<file path="src/rtl/adder_arbiter_if.sv">
// Bundle of request, adder and response signals between the calculator
// front-end units, the arbiter and the shared Adder instance.
interface adder_arbiter_if #(
    parameter int WIDTH = 14
);
    logic [1:0]       req_valid;
    logic [1:0]       req_ready;
    logic [WIDTH-1:0] req0_a;
    logic [WIDTH-1:0] req0_b;
    logic             req0_cin;
    logic [WIDTH-1:0] req1_a;
    logic [WIDTH-1:0] req1_b;
    logic             req1_cin;

    logic [WIDTH-1:0] add_a;
    logic [WIDTH-1:0] add_b;
    logic             add_cin;
    logic [WIDTH-1:0] add_sum;
    logic             add_cout;

    logic             rsp_valid;
    logic             rsp_ready;
    logic [WIDTH:0]   rsp_data;
    logic             rsp_id;
    logic             busy;

    // Arbiter side: accepts requests, drives the adder, produces responses.
    modport slave (
        input  req_valid, req0_a, req0_b, req0_cin, req1_a, req1_b, req1_cin,
        output req_ready,
        output add_a, add_b, add_cin,
        input  add_sum, add_cout,
        output rsp_valid, rsp_data, rsp_id, busy,
        input  rsp_ready
    );

    // Environment side: requesters, the Adder instance and the consumer.
    modport master (
        output req_valid, req0_a, req0_b, req0_cin, req1_a, req1_b, req1_cin,
        input  req_ready,
        input  add_a, add_b, add_cin,
        output add_sum, add_cout,
        input  rsp_valid, rsp_data, rsp_id, busy,
        output rsp_ready
    );
endinterface

</file>
<file path="src/rtl/adder_arbiter.sv">
// Two-requester round-robin front end for a single shared combinational
// adder. One add is in flight at a time: accept, evaluate, respond.
//
// state | meaning
// IDLE  | no transaction; req_ready offered to the round-robin winner
// EXEC  | operand registers drive the adder; sum captured at end of cycle
// RESP  | result held on rsp_data/rsp_id until the consumer takes it
module adder_arbiter #(
    parameter int WIDTH = 14
) (
    input  logic           clk,
    input  logic           rst_n,
    adder_arbiter_if.slave bus
);

    typedef enum logic [1:0] {
        IDLE = 2'd0,
        EXEC = 2'd1,
        RESP = 2'd2
    } state_t;

    state_t           state;
    logic             prio;
    logic [WIDTH-1:0] op_a;
    logic [WIDTH-1:0] op_b;
    logic             op_cin;
    logic [WIDTH:0]   rsp_data_q;
    logic             rsp_id_q;
    logic             rsp_valid_q;
    logic             busy_q;
    logic [1:0]       grant;

    // Round-robin grant: a lone requester always wins, a tie goes to prio.
    always_comb begin
        grant = 2'b00;
        if (state == IDLE) begin
            case (bus.req_valid)
                2'b01:   grant = 2'b01;
                2'b10:   grant = 2'b10;
                2'b11:   grant = prio ? 2'b10 : 2'b01;
                default: grant = 2'b00;
            endcase
        end
    end

    assign bus.req_ready = grant;

    // The adder only ever sees registered operands, so its path starts at a
    // flop and ends at the rsp_data flop.
    assign bus.add_a     = op_a;
    assign bus.add_b     = op_b;
    assign bus.add_cin   = op_cin;

    assign bus.rsp_valid = rsp_valid_q;
    assign bus.rsp_data  = rsp_data_q;
    assign bus.rsp_id    = rsp_id_q;
    assign bus.busy      = busy_q;

    // Transaction sequencer with registered outputs.
    always_ff @(posedge clk or negedge rst_n) begin
        if (!rst_n) begin
            state       <= IDLE;
            prio        <= 1'b0;
            op_a        <= '0;
            op_b        <= '0;
            op_cin      <= 1'b0;
            rsp_data_q  <= '0;
            rsp_id_q    <= 1'b0;
            rsp_valid_q <= 1'b0;
            busy_q      <= 1'b0;
        end else begin
            case (state)
                IDLE: begin
                    if (grant[0]) begin
                        op_a     <= bus.req0_a;
                        op_b     <= bus.req0_b;
                        op_cin   <= bus.req0_cin;
                        rsp_id_q <= 1'b0;
                        prio     <= 1'b1;
                        state    <= EXEC;
                        busy_q   <= 1'b1;
                    end else if (grant[1]) begin
                        op_a     <= bus.req1_a;
                        op_b     <= bus.req1_b;
                        op_cin   <= bus.req1_cin;
                        rsp_id_q <= 1'b1;
                        prio     <= 1'b0;
                        state    <= EXEC;
                        busy_q   <= 1'b1;
                    end
                end
                EXEC: begin
                    rsp_data_q  <= {bus.add_cout, bus.add_sum};
                    rsp_valid_q <= 1'b1;
                    state       <= RESP;
                end
                RESP: begin
                    if (bus.rsp_ready) begin
                        rsp_valid_q <= 1'b0;
                        busy_q      <= 1'b0;
                        state       <= IDLE;
                    end
                end
                default: begin
                    rsp_valid_q <= 1'b0;
                    busy_q      <= 1'b0;
                    state       <= IDLE;
                end
            endcase
        end
    end

endmodule
</file>
<file path="src/flat_wrapper.sv">
// flat-port wrapper written by rule: the top's interface ports become plain ports
module adder_arbiter_flat 
#(
    parameter int WIDTH = 14
)
  (clk, rst_n, bus_req_valid, bus_req0_a, bus_req0_b, bus_req0_cin, bus_req1_a, bus_req1_b, bus_req1_cin, bus_req_ready, bus_add_a, bus_add_b, bus_add_cin, bus_add_sum, bus_add_cout, bus_rsp_valid, bus_rsp_data, bus_rsp_id, bus_busy, bus_rsp_ready);
  adder_arbiter_if #(.WIDTH(WIDTH)) bus_i ();
  input  logic clk;
  input  logic rst_n;
  input wire logic [$bits(bus_i.req_valid)-1:0] bus_req_valid;
  input wire logic [$bits(bus_i.req0_a)-1:0] bus_req0_a;
  input wire logic [$bits(bus_i.req0_b)-1:0] bus_req0_b;
  input wire logic [$bits(bus_i.req0_cin)-1:0] bus_req0_cin;
  input wire logic [$bits(bus_i.req1_a)-1:0] bus_req1_a;
  input wire logic [$bits(bus_i.req1_b)-1:0] bus_req1_b;
  input wire logic [$bits(bus_i.req1_cin)-1:0] bus_req1_cin;
  output wire logic [$bits(bus_i.req_ready)-1:0] bus_req_ready;
  output wire logic [$bits(bus_i.add_a)-1:0] bus_add_a;
  output wire logic [$bits(bus_i.add_b)-1:0] bus_add_b;
  output wire logic [$bits(bus_i.add_cin)-1:0] bus_add_cin;
  input wire logic [$bits(bus_i.add_sum)-1:0] bus_add_sum;
  input wire logic [$bits(bus_i.add_cout)-1:0] bus_add_cout;
  output wire logic [$bits(bus_i.rsp_valid)-1:0] bus_rsp_valid;
  output wire logic [$bits(bus_i.rsp_data)-1:0] bus_rsp_data;
  output wire logic [$bits(bus_i.rsp_id)-1:0] bus_rsp_id;
  output wire logic [$bits(bus_i.busy)-1:0] bus_busy;
  input wire logic [$bits(bus_i.rsp_ready)-1:0] bus_rsp_ready;
  assign bus_i.req_valid = bus_req_valid;
  assign bus_i.req0_a = bus_req0_a;
  assign bus_i.req0_b = bus_req0_b;
  assign bus_i.req0_cin = bus_req0_cin;
  assign bus_i.req1_a = bus_req1_a;
  assign bus_i.req1_b = bus_req1_b;
  assign bus_i.req1_cin = bus_req1_cin;
  assign bus_req_ready = bus_i.req_ready;
  assign bus_add_a = bus_i.add_a;
  assign bus_add_b = bus_i.add_b;
  assign bus_add_cin = bus_i.add_cin;
  assign bus_i.add_sum = bus_add_sum;
  assign bus_i.add_cout = bus_add_cout;
  assign bus_rsp_valid = bus_i.rsp_valid;
  assign bus_rsp_data = bus_i.rsp_data;
  assign bus_rsp_id = bus_i.rsp_id;
  assign bus_busy = bus_i.busy;
  assign bus_i.rsp_ready = bus_rsp_ready;
  adder_arbiter #(.WIDTH(WIDTH)) u_core (.clk(clk), .rst_n(rst_n), .bus(bus_i));
endmodule
</file>
<file path="config.mk">
export PLATFORM = sky130hd
export DESIGN_NAME = adder_arbiter_flat
export DESIGN_NICKNAME = d
export VERILOG_FILES = /design/src/rtl/adder_arbiter_if.sv /design/src/rtl/adder_arbiter.sv /design/src/flat_wrapper.sv
export SDC_FILE = /design/constraint.sdc
export NUM_CORES = 1
export LEC_CHECK = 0
export BUFFER_PORTS_ARGS = -buffer_cell sky130_fd_sc_hd__buf_2
export CAP_MARGIN = 40
export CORE_MARGIN = 2
export CORE_UTILIZATION = 35
export DETAILED_ROUTE_END_ITERATION = 10
export PLACE_DENSITY = 0.62
export REMOVE_ABC_BUFFERS = 1
export SLEW_MARGIN = 20
export SYNTH_ARGS = -nofsm -noshare
export SYNTH_HDL_FRONTEND = slang
export SYNTH_SLANG_ARGS = --single-unit
export TNS_END_PERCENT = 20
</file>
<file path="constraint.sdc">
create_clock -name clk -period 4.7 [get_ports clk]
set_clock_uncertainty 0.2 [all_clocks]
set_input_delay 0.235 -clock clk [delete_from_list [all_inputs] [get_ports clk]]
set_output_delay 0.235 -clock clk [all_outputs]
set_load 0.01 [all_outputs]
</file>
# Word-level counts from Yosys, hierarchy flattened

Index checks and enable logic that the tools add are counted.

Flip-flop bits (word level): 50
Output and inout port bits: 49

Equal/unequal tests: 7
Bitwise gates (word level): 2
Reduce and logical (&&, ||, !) cells: 6
Mux-type cells: 21

Operators with widths:

| operator                                                               | number |
|---|---|
| 14-bit 2-to-1 mux                                                      | 4 |
| 2-bit one-hot mux with 3 select lines                                  | 2 |
| 2-bit 2-to-1 mux                                                       | 5 |
| 1-bit 2-to-1 mux                                                       | 8 |
| 2-bit equality test (second input constant)                            | 3 |
| 1-bit one-hot mux with 3 select lines                                  | 2 |
| 2-bit AND reduction                                                    | 3 |
| 2-bit by 1-bit equality test with 1-bit output (second input constant) | 2 |
| 3-bit != test (second input constant)                                  | 1 |
| 3-bit AND reduction                                                    | 1 |
| 2-bit logical NOT                                                      | 1 |
| 2-bit != test (second input constant)                                  | 1 |
| 1-bit NOT                                                              | 2 |
| 2-bit nonzero test                                                     | 1 |

# Logic depth before layout (Yosys ltp)

Depth after elaboration: 6
Gate-level depth with buffers: 6

# Worst setup path after synthesis

OpenSTA, ideal clock, no wires.

Kind: flip-flop to flip-flop
Start: reg u_core.state[1]
End: reg u_core.op_a[10], in the netlist u_core.bus.add_a[10]
Arrival time: 1223 ps
Path slack: 3140 ps
Period minus slack after synthesis: 1560 ps
Required time: 4363 ps
Stages on the path, launching flop included: 6
Cell sequence: dfrtp_1 -> nor2_2 -> and3_1 -> buf_6 -> buf_2 -> o221ai_1

Word-level cells in the longest chain between the ends: 4

RTL lines:

| element                              | RTL line            | RTL |
|---|---|---|
| start, declared                      | adder_arbiter.sv:22 | `state_t state;` |
| start signal, assigned               | adder_arbiter.sv:62 | `state <= IDLE;` |
| start signal, assigned               | adder_arbiter.sv:80 | `state <= EXEC;` |
| start signal, assigned               | adder_arbiter.sv:88 | `state <= EXEC;` |
| 2-bit logical NOT *                  | adder_arbiter.sv:36 | `if (state == IDLE) begin` |
| 2-bit 2-to-1 mux *                   | adder_arbiter.sv:36 |  |
| via bus_req_ready[0]                 | flat_wrapper.sv:17  | `output wire logic [$bits(bus_i.req_ready)-1:0] bus_req_ready;` |
| 2-bit nonzero test (no source line)  | -                   |  |
| 2-bit AND reduction (no source line) | -                   |  |
| end signal, assigned                 | adder_arbiter.sv:75 | `op_a <= bus.req0_a;` |
| end signal, assigned                 | adder_arbiter.sv:83 | `op_a <= bus.req1_a;` |
| end, declared                        | adder_arbiter.sv:24 | `logic [WIDTH-1:0] op_a;` |

The timed path passes the listed nets; every way through them passes the cells marked *.
A chain may end at the register's enable or synchronous reset.

# Worst setup path after layout

Start: reg u_core.prio
End: reg u_core.op_b[7], in the netlist u_core.bus.add_b[7]

Word-level cells in the longest chain between the ends: 5

RTL lines:

| element                                 | RTL line            | RTL |
|---|---|---|
| start, declared                         | adder_arbiter.sv:23 | `logic prio;` |
| start signal, assigned                  | adder_arbiter.sv:63 | `prio <= 1'b0;` |
| start signal, assigned                  | adder_arbiter.sv:79 | `prio <= 1'b1;` |
| start signal, assigned                  | adder_arbiter.sv:87 | `prio <= 1'b0;` |
| 2-bit 2-to-1 mux *                      | adder_arbiter.sv:40 | `2'b11: grant = prio ? 2'b10 : 2'b01;` |
| 2-bit one-hot mux with 3 select lines * | adder_arbiter.sv:37 | `case (bus.req_valid)` |
| 2-bit 2-to-1 mux *                      | adder_arbiter.sv:36 |  |
| 2-bit nonzero test (no source line)     | -                   |  |
| 2-bit AND reduction (no source line)    | -                   |  |
| end signal, assigned                    | adder_arbiter.sv:76 | `op_b <= bus.req0_b;` |
| end signal, assigned                    | adder_arbiter.sv:84 | `op_b <= bus.req1_b;` |
| end, declared                           | adder_arbiter.sv:25 | `logic [WIDTH-1:0] op_b;` |

Mark *: on every way between the ends. The rest lies on a longest branch, timed or not.

==> out/results.tsv <==
metric	value	unit
post-synth design cell area	2225	µm²
Combinational Power Share	52.0	%
worst skew pair latency	0.30	ns
share of cells above drive strength 1	43.09	%
cells after synthesis	187	
Synth Area in Compound Gates	19.12	%
Crit path largest cell delay	0.74	ns
area grow syn2layout	59.79	%
Tightest Pin Transition	0.7454	ns
number of CTS-inserted buffers	5	
Distinct cells, synth	23	
worst min-delay path class	input port to flop	
crit end category	flop	
Synth Area in XOR/XNOR	0	%
RePlAce Congestion	0.7810	
fill cell count	590	
CP Depth	5	
grt ovf	0	
wire length per cell	14.25	µm
PostCTS Resize Cnt	0	
sequential share of power	35.8	%
Crit path buffers/inverters	2	
Final Setup Violations	0	
Power per Cell Area	596.7	nW/µm²
Die Ht	83.73	µm
CTS tree	yes	
initial DRC count	112	
Synth Register Bits	50	
CP cell instances	nand2_1 > and3_1 > buf_4 > a221o_1 > dlygate4sd3_1	
worst vdd ir	0.2728	mV
Post-CTS Setup Bufs	0	
Yosys top cell area share	56.24	%
H-Tree Depth	2	
initial antenna violation count	0	
global-route wire length before repair	10.33	mm
Synth area leaders	dfrtp_1, mux2_2, a221o_1	
critical path peak fanout	20	
final net count	439	
core area	6241	µm²
dpl ws	1.847	ns
slowest stage cell, crit path	and3_1	
Sinks on Clock Net	50	
num ports	127	
crit path from	u_core.prio	
NetSw	0.7704	mW
DRT Pass-1 Iters	4	
PortBufs	126	
sw frac	36.32	%
crit start category	flop	
multi-input gate area in the final layout	809.5	µm²
final core utilization	56.96	%
Storage cell area	1251	µm²
Crit path max-delay family	simple AND/OR/NAND/NOR gates	
WP data arrival	2.88	ns
RR Endpoint	u_core.bus.add_b[7]	
cell count after placement	375	
Via Count	2157	
Synth Area in Simple Gates	9.449	%
CP required	4.74	ns
Final Power	2.121	mW
outcome	completed	
DPL Wire Length	4.123	mm
max-cap viol count	0	
largest net degree at the start of global routing	51	
drt drc	0	
clock tree root buffer cell	clkbuf_8	
Final Cycle Share	60.56	%
Final Hold Vio Count	0	
Reg clk slew, reported paths	0.09	ns
Avg Vias per Cell	4.913	
clock power share	12.2	%
sequential cell area fraction in the yosys report	56.24	%
post-synthesis mux area share	7.593	%
largest area contributor in the netlist	dfrtp_1	
Worst Path Class, Setup	flop to flop	
RSZ-0062 raised after global routing	no	
R2R depth	5	
Routed WL	6.255	mm
Final WS setup	1.854	ns
Fmax achieved	0.3513	GHz
minimum clock period	2.846	ns
Mean Syn Cell Area	11.90	µm²
Lkg Pwr	1.762	nW
largest family of logic cells by synthesized area	compound AO/OA/AOI/OAI gates	
maximum buffer depth of the clock tree	2	
R2R Path Start	u_core.prio	
GRT Total Usage	18.21	%
slew margin rel.	50.31	%
Cell Count, Final, Fillers Out	439	
YS warnings	0	
Setup TNS	0	ns
Final Slew Violations	0	
n_diodes	0	
# rows	29	
number of global-route vias before repair	2170	
area of the die	7010	µm²
R2R setup slack	1.85	ns
hold path depth	3	
ANT nets after route	0	
Critical path destination	u_core.bus.add_b[7]	
post-synthesis adder-cell area fraction	0	%
Die W	83.73	µm
internal cell power	1.351	mW
Initial Util	35.65	%
[area by class of cell]
class	count	area share [%]
Timing Repair Buffer	186	35.06
Clock buffer	6	2.323
Inverter	15	1.584
Clock inverter	2	0.3520
Sequential cell	50	35.20
Multi-Input combinational cell	103	22.77
Tap cell	77	2.710
[worst register-to-register path, stage by stage (launching register included)]
cell           delay [ns]
dfrtp_1              0.40
nand2_1              0.41
and3_1               0.74
buf_4                0.32
a221o_1              0.17
dlygate4sd3_1        0.56
[synthesized netlist by cell type]
library cell and number:
nand2b_1 1, nand3_1 14, nand4_1 14, o21ai_0 2, dfrtp_1 50, and3_1 2
nand2_1 3, buf_6 4, inv_1 14, buf_2 9, nor2b_1 1, a221o_1 15
clkbuf_1 5, a21o_1 3, o221ai_1 14, buf_1 1, nor2_1 1, mux2_2 15
or2_1 1, nor2_2 1, inv_2 1, a21boi_0 15, o21a_1 1
[logic make-up (layout without fill, tap and decap cells)]
logic type,after synthesis,after routing
muxes,15,15
and+or+nand+nor,38,38
buffers and inverters,34,209
AOI/OAI and AO/OA,50,50
DFF,50,50
[layer usage]
metal / routed length, µm / share of wire (%) / up-vias / track usage [%]
met1: 2698 / 43 / 1026 / 23.20
met2: 3138 / 50 / 79 / 31.78
li1: - / - / 1050 / -
met3: 385 / 6.2 / 2 / 4.055
met5: 0 / 0 / - / 0
met4: 31 / 0.50 / 0 / 3.959
[power by group through the flow]
stage	registers [mW]	logic, mW	clock network [mW]
after detailed placement	0.767	0.937	0
after global placement	0.763	0.914	0
after global routing	0.792	1.20	0.286
after CTS	0.759	1.08	0.270
after floorplan	0.861	0.454	0
final	0.759	1.10	0.259
[how the worst min path moves through the flow]
stage | startpoint | end | slack (ns)
3_5_place_dp | rst_n | u_core.bus.rsp_data[13] | 0.19
4_1_cts | bus_req0_a[3] | u_core.bus.add_a[3] | 0.003
3_3_place_gp | rst_n | u_core.bus.rsp_data[13] | 0.18
5_1_grt | bus_req0_cin | u_core.bus.add_cin | 0.02
6_report | bus_req0_a[3] | u_core.bus.add_a[3] | 0.006
2_1_floorplan | rst_n | u_core.bus.add_a[0] | -0.26
[through the flow]
stage / hold slack (ns) / cell area (µm²)
after floorplan: -0.2606 / 2112
after global placement: 0.1846 / 2867
after detailed placement: 0.1924 / 2882
after CTS: 0.002546 / 3527
after global routing: 0.02145 / 3555
final: 0.006206 / 3555
[sequential cells by signal, indices dropped and copies added, names as in the netlist]
signal                cells
u_core.bus.rsp_data      15
u_core.bus.add_a         14
u_core.bus.add_b         14
u_core.state              2
u_core.bus.add_cin        1
u_core.bus.busy           1
u_core.bus.rsp_id         1
u_core.bus.rsp_valid      1
u_core.prio               1
[layout by cell type, fill, tap and decap left out]
cell type	instances
buf_8	1
a21boi_0	15
inv_1	14
nand2_1	3
o221ai_1	14
buf_2	126
nor2_4	1
nand4_1	14
and3_1	2
nor2_1	1
nand3_1	14
dlygate4sd3_1	55
o21a_1	1
nor2b_1	1
or2_1	1
a221o_1	15
clkbuf_8	6
dfrtp_1	50
buf_4	3
a21o_1	3
clkinv_2	1
mux2_2	15
o21ai_0	2
inv_2	1
buf_16	1
nand2b_1	1
clkinvlp_4	1
[timing repair]
item                       4_1_cts  5_1_grt
setup endpoints to repair        0        0
hold buffers                    55        0
hold endpoints to repair        89        0
No activity file was read; power rests on OpenSTA's default activity.
